===== src/rtl/b03_requester_agent.sv =====
`default_nettype none
// b03_requester_agent: four clients request the b03 arbiter for a fixed tenure per
// pending job, and flag starvation and arbiter protocol errors. Rev 1.0
module b03_requester_agent #(
    parameter int TENURE = 4,
    parameter int JOBW   = 4,
    parameter int STARVE = 64
) (
    input  logic              clock,
    input  logic              reset_n,
    input  logic [3:0]        job_push,
    input  logic [3:0]        grant_i,
    output logic [3:0]        request_o,
    output logic [4*JOBW-1:0] pending_o,
    output logic [3:0]        done_o,
    output logic [3:0]        starve_o,
    output logic [3:0]        ovf_o,
    output logic [1:0]        err_o,
    output logic              busy_o
);

    localparam int TW = (TENURE > 1) ? $clog2(TENURE) : 1;
    localparam int WW = $clog2(STARVE);
    localparam logic [TW-1:0]   TLOAD = TW'(TENURE - 1);
    localparam logic [WW-1:0]   WLAST = WW'(STARVE - 1);
    localparam logic [JOBW-1:0] CMAX  = '1;

    typedef enum logic [1:0] {
        S_IDLE = 2'd0,
        S_REQ  = 2'd1,
        S_HOLD = 2'd2,
        S_REL  = 2'd3
    } state_t;

    logic [3:0] busy_nxt;
    logic [3:0] idle_or_rel;

    for (genvar k = 0; k < 4; k++) begin : g_client
        state_t          state, state_nxt;
        logic [TW-1:0]   tcnt, tcnt_nxt;
        logic [WW-1:0]   wcnt, wcnt_nxt;
        logic [JOBW-1:0] cnt;
        logic            req_q, done_q, starve_q, ovf_q;
        logic            push, dec;

        assign push = job_push[k];
        assign dec  = (state == S_REL);

        always_comb begin
            state_nxt = state;
            tcnt_nxt  = tcnt;
            wcnt_nxt  = wcnt;
            case (state)
                S_IDLE: begin
                    if (cnt != '0) begin
                        state_nxt = S_REQ;
                        wcnt_nxt  = '0;
                    end
                end
                S_REQ: begin
                    if (grant_i[k]) begin
                        state_nxt = S_HOLD;
                        tcnt_nxt  = TLOAD;
                    end else if (wcnt != WLAST) begin
                        wcnt_nxt = wcnt + WW'(1);
                    end
                end
                S_HOLD: begin
                    if (tcnt == '0) state_nxt = S_REL;
                    else            tcnt_nxt  = tcnt - TW'(1);
                end
                S_REL:   state_nxt = S_IDLE;
                default: state_nxt = S_IDLE;
            endcase
        end

        // Output flops are loaded from the next state so they track the FSM exactly.
        always_ff @(posedge clock) begin
            if (!reset_n) begin
                state    <= S_IDLE;
                tcnt     <= '0;
                wcnt     <= '0;
                cnt      <= '0;
                req_q    <= 1'b0;
                done_q   <= 1'b0;
                starve_q <= 1'b0;
                ovf_q    <= 1'b0;
            end else begin
                state  <= state_nxt;
                tcnt   <= tcnt_nxt;
                wcnt   <= wcnt_nxt;
                req_q  <= (state_nxt == S_REQ) || (state_nxt == S_HOLD);
                done_q <= (state_nxt == S_REL);
                if (state == S_REQ) begin
                    if (grant_i[k])         starve_q <= 1'b0;
                    else if (wcnt == WLAST) starve_q <= 1'b1;
                end
                if (push && !dec) begin
                    if (cnt == CMAX) ovf_q <= 1'b1;
                    else             cnt   <= cnt + JOBW'(1);
                end else if (dec && !push) begin
                    cnt <= cnt - JOBW'(1);
                end
            end
        end

        assign request_o[k]              = req_q;
        assign done_o[k]                 = done_q;
        assign starve_o[k]               = starve_q;
        assign ovf_o[k]                  = ovf_q;
        assign pending_o[k*JOBW +: JOBW] = cnt;
        assign busy_nxt[k]               = (state_nxt != S_IDLE);
        assign idle_or_rel[k]            = (state == S_IDLE) || (state == S_REL);
    end

    always_ff @(posedge clock) begin
        if (!reset_n) begin
            err_o  <= 2'b00;
            busy_o <= 1'b0;
        end else begin
            busy_o <= |busy_nxt;
            // x & (x-1) is nonzero exactly when more than one bit is set
            if (|(grant_i & (grant_i - 4'd1))) err_o[0] <= 1'b1;
            if (|(grant_i & idle_or_rel))     err_o[1] <= 1'b1;
        end
    end

endmodule
`default_nettype wire


===== config.mk =====
export PLATFORM = sky130hd
export DESIGN_NAME = b03_requester_agent
export DESIGN_NICKNAME = d
export VERILOG_FILES = /design/src/rtl/b03_requester_agent.sv
export SDC_FILE = /design/constraint.sdc
export NUM_CORES = 1
export LEC_CHECK = 0
export BUFFER_PORTS_ARGS = -buffer_cell sky130_fd_sc_hd__buf_4
export CAP_MARGIN = 25
export CELL_PAD_IN_SITES_DETAIL_PLACEMENT = 1
export CELL_PAD_IN_SITES_GLOBAL_PLACEMENT = 1
export CORE_ASPECT_RATIO = 1.75
export CORE_MARGIN = 4
export CORE_UTILIZATION = 29
export DETAILED_ROUTE_END_ITERATION = 7
export HOLD_SLACK_MARGIN = 0.08
export PLACE_DENSITY_LB_ADDON = 0.1
export SKIP_LAST_GASP = 1
export SLEW_MARGIN = 20
export SYNTH_ARGS = -nofsm -noshare
export SYNTH_HDL_FRONTEND = slang
export SYNTH_SLANG_ARGS = --single-unit

===== constraint.sdc =====
create_clock -name clock -period 2.8 [get_ports clock]
set_clock_uncertainty 0.05 [all_clocks]
set_input_delay 0.56 -clock clock [delete_from_list [all_inputs] [get_ports clock]]
set_output_delay 0.56 -clock clock [all_outputs]
set_load 0.005 [all_outputs]

==> results.py <==
metrics = {
    "outcome": {
        "status": "completed",
    },
    "clock_network": {
        "path_clk_slew_ns": 0.06,
        "cts_buffer_depth": 2,
        "cts_root_buf": "clkbuf_16",
        "post_cts_buffers": 0,
        "numCtsBuffers": 9,
        "cts_resized": 0,
        "cts_hold_buf": 0,
        "cts.sinks": 75,
        "cts_tree": "built",
        "htree_levels": 3,
        "clock_latency_ns": 0.33,
    },
    "floorplan": {
        "ios": 45,
        "core_um2": 15460,
        "rows": 60,
        "die_y_um": 174.7,
        "start_util_pct": 29.77,
        "dieWidth_um": 103.3,
        "die-area_um2": 18040,
    },
    "setup_path": {
        "rrSetupSlack_ns": 0.45,
        "cp_num_buf_inv": 2,
        "start_kind": "flop",
        "crit_path_cell_trace": "inv_1 > ha_1 > and2b_2 > a21oi_1 > o31ai_1 > inv_1 > ha_1 > and2_1",
        "slowest_stage": "ha_1",
        "crit_required_ns": 2.97,
        "cp.depth": 8,
        "worstSetupEndpoint": "g_client[2].req_q",
        "critPathMaxStageDelay_ns": 0.43,
        "r2r-start": "g_client[2].state[1]",
        "crit_path_start": "g_client[2].state[1]",
        "cp-end-kind": "flop",
        "critPathKind": "reg2reg",
        "reg2reg_depth": 8,
        "cp_max_fo": 11,
        "timing.rr.end": "g_client[2].req_q",
        "critPathArrivalTime_ns": 2.52,
        "crit_family": "adder cells",
    },
    "final_layout": {
        "fillers": 1843,
        "layout.nets": 617,
        "final_cell_area_um2": 5323,
        "ff_latch_area_um2": 1501,
        "drive_gt1_share_pct": 14.89,
        "antennaDiodeCount": 0,
        "stdcell_count": 750,
        "area_growth_pct": 15.60,
        "multiInputGateArea_um2": 2728,
    },
    "power_and_ir_drop": {
        "power.density_nw_per_um2": 852.3,
        "seqPwrFrac_pct": 31.6,
        "power_frac_comb_pct": 41.9,
        "swShare_pct": 37.60,
        "clkPwrFrac_pct": 26.4,
        "netSwitchingPower_mw": 1.706,
        "p_leak_nw": 2.358,
        "internal_power_mw": 2.831,
        "peakVddDrop_v": 0.0003175,
    },
    "drt": {
        "vias": 3872,
        "wirelength_um": 12070,
        "post_drt_via_cell_ratio": 5.163,
        "routedWlPerCell_um": 16.09,
        "final_antenna_net_count": 0,
        "drtPass1Iterations": 4,
        "first_iter_violations": 55,
        "drc": 0,
    },
    "grt": {
        "grt_pass1_vias": 4183,
        "grt_max_degree": 30,
        "grt_first_pass_wirelength_um": 20120,
        "overflow": 0,
        "grt_usage_pct": 14.06,
        "antenna_found_initial": 0,
    },
    "synth": {
        "netlist_top_cells_area": "dfxtp_1 33%, ha_1 12%, mux2i_1 5.0%",
        "synth.yosys.seq_area_share_pct": 32.61,
        "syn_nets": 590,
        "syn_area_per_cell_um2": 8.655,
        "netlist_area_um2": 4604,
        "ys_async_sr_fraction_pct": 0,
        "ys.flop_type": "dfxtp_1",
        "postSynthCellCount": 532,
        "ys_types": 62,
        "synth_edf_count": 0,
        "synth_most_common_cell": "dfxtp_1",
        "yosysWarnings": 0,
        "synth_top_cell_area_share_pct": 32.61,
        "synthTopCellsByCount": "75 x dfxtp_1, 58 x nor2_1, 45 x inv_1",
        "synth_top_area_cell": "dfxtp_1",
        "ys_ff_latch": 75,
    },
    "sta": {
        "fin_crit_sh_pct": 84.02,
        "slew_viol_final": 0,
        "worst_pin_slew_ns": 0.7114,
        "finalHoldViolations": 0,
        "setup_viol": 0,
        "period_minus_slack_ns": 2.352,
        "slew_headroom_pct": 52.13,
        "rsz0062_at_grt": "false",
        "fin_setup_tns_ns": 0,
        "fmax_ghz": 0.4251,
    },
    "run": {
        "max-cap-violations": 0,
    },
    "placed_design": {
        "port_buffers": 44,
        "placed_cells": 734,
        "gp_congestion": 0.7505,
        "dpl_cell_area_um2": 5017,
        "dp_hpwl_um": 9317,
    },
    "min_path": {
        "hold_path.class": "reg2reg",
        "whs_path_depth": 2,
    },
}
## routing by layer
| layer | vias to the layer above | global-route usage [%] | routed length, um |
|---|---|---|---|
| li1 | 1907 | - | - |
| met3 | 22 | 2.717 | 356 |
| met4 | 0 | 5.240 | 282 |
| met2 | 50 | 26.85 | 6834 |
| met5 | - | 0 | 0 |
| met1 | 1893 | 14.48 | 4594 |
## worst min-delay path, cell delays in order (launching register included)
cell and delay [ns]:
dfxtp_1 0.31, inv_1 0.05, a211oi_1 0.05
## cells in the final DEF, fill, tap and decap left out, types with 20 or more instances in the layout
| master | instances |
|---|---|
| nor2_1 | 58 |
| inv_1 | 45 |
| mux2i_1 | 23 |
| dfxtp_1 | 75 |
| ha_1 | 44 |
| o21ai_0 | 21 |
| a21oi_1 | 21 |
| nand2_1 | 31 |
| buf_4 | 51 |
| and2_1 | 20 |
## cells by family (layout without fill, tap and decap cells)
kind of cell               Yosys count  in the layout  share of synthesized area, %
adders and majority gates           48             48                         13.70
muxes                               27             27                         5.978
xor gates and xnor gates             8              8                         1.522
and+or+nand+nor                    181            181                         20.27
DFF                                 75             75                         32.61
buffers and inverters               81            113                         8.152
AOI/OAI and AO/OA                  112            112                         17.77
## area by class of cell
type,count,share of cell area [%]
multi-input cells,376,51.25
flip-flops and latches,75,28.21
repair buffers,51,7.193
clock buffers,12,4.819
well taps,186,4.372
inverters,46,3.244
clock inverters,4,0.9168
## how the worst min path moves through the flow
| stage | from | endpoint | slack [ns] |
|---|---|---|---|
| after floorplan | g_client[0].starve_q | g_client[0].starve_q | 0.38 |
| after global placement | g_client[0].ovf_q | g_client[0].ovf_q | 0.41 |
| after detailed placement | g_client[0].starve_q | g_client[0].starve_q | 0.41 |
| after CTS | g_client[0].starve_q | g_client[0].starve_q | 0.42 |
| after global routing | g_client[0].starve_q | g_client[0].starve_q | 0.45 |
| final | g_client[0].starve_q | g_client[0].starve_q | 0.41 |
## power groups by stage
| stage | clock network (mW) | registers [mW] | logic (mW) |
|---|---|---|---|
| after floorplan | 0 | 1.41 | 1.40 |
| after global placement | 0 | 1.46 | 1.88 |
| after detailed placement | 0 | 1.46 | 1.93 |
| after CTS | 1.25 | 1.44 | 1.95 |
| after global routing | 1.29 | 1.47 | 2.16 |
| final | 1.20 | 1.44 | 1.90 |
## flip-flops by register name, indices dropped and copies added, names as in the netlist
| name | count |
|---|---|
| g_client.req_q | 4 |
| busy_o | 1 |
| g_client.starve_q | 4 |
| g_client.ovf_q | 4 |
| g_client.tcnt | 8 |
| g_client.done_q | 4 |
| g_client.state | 8 |
| g_client.cnt | 16 |
| g_client.wcnt | 24 |
| err_o | 2 |
## stage by stage
step                power (mW)  setup slack (ns)  utilization [%]  hold WS [ns]
floorplan                2.810            0.8247                -        0.3802
global route             4.926            0.2323            34.42        0.4507
finish                   4.536            0.4475            34.42        0.4087
global placement         3.333            0.5479            32.44        0.4060
CTS                      4.636            0.4027            34.42        0.4168
detailed placement       3.395            0.4215            32.44        0.4086
No activity file was read; power rests on OpenSTA's default activity.
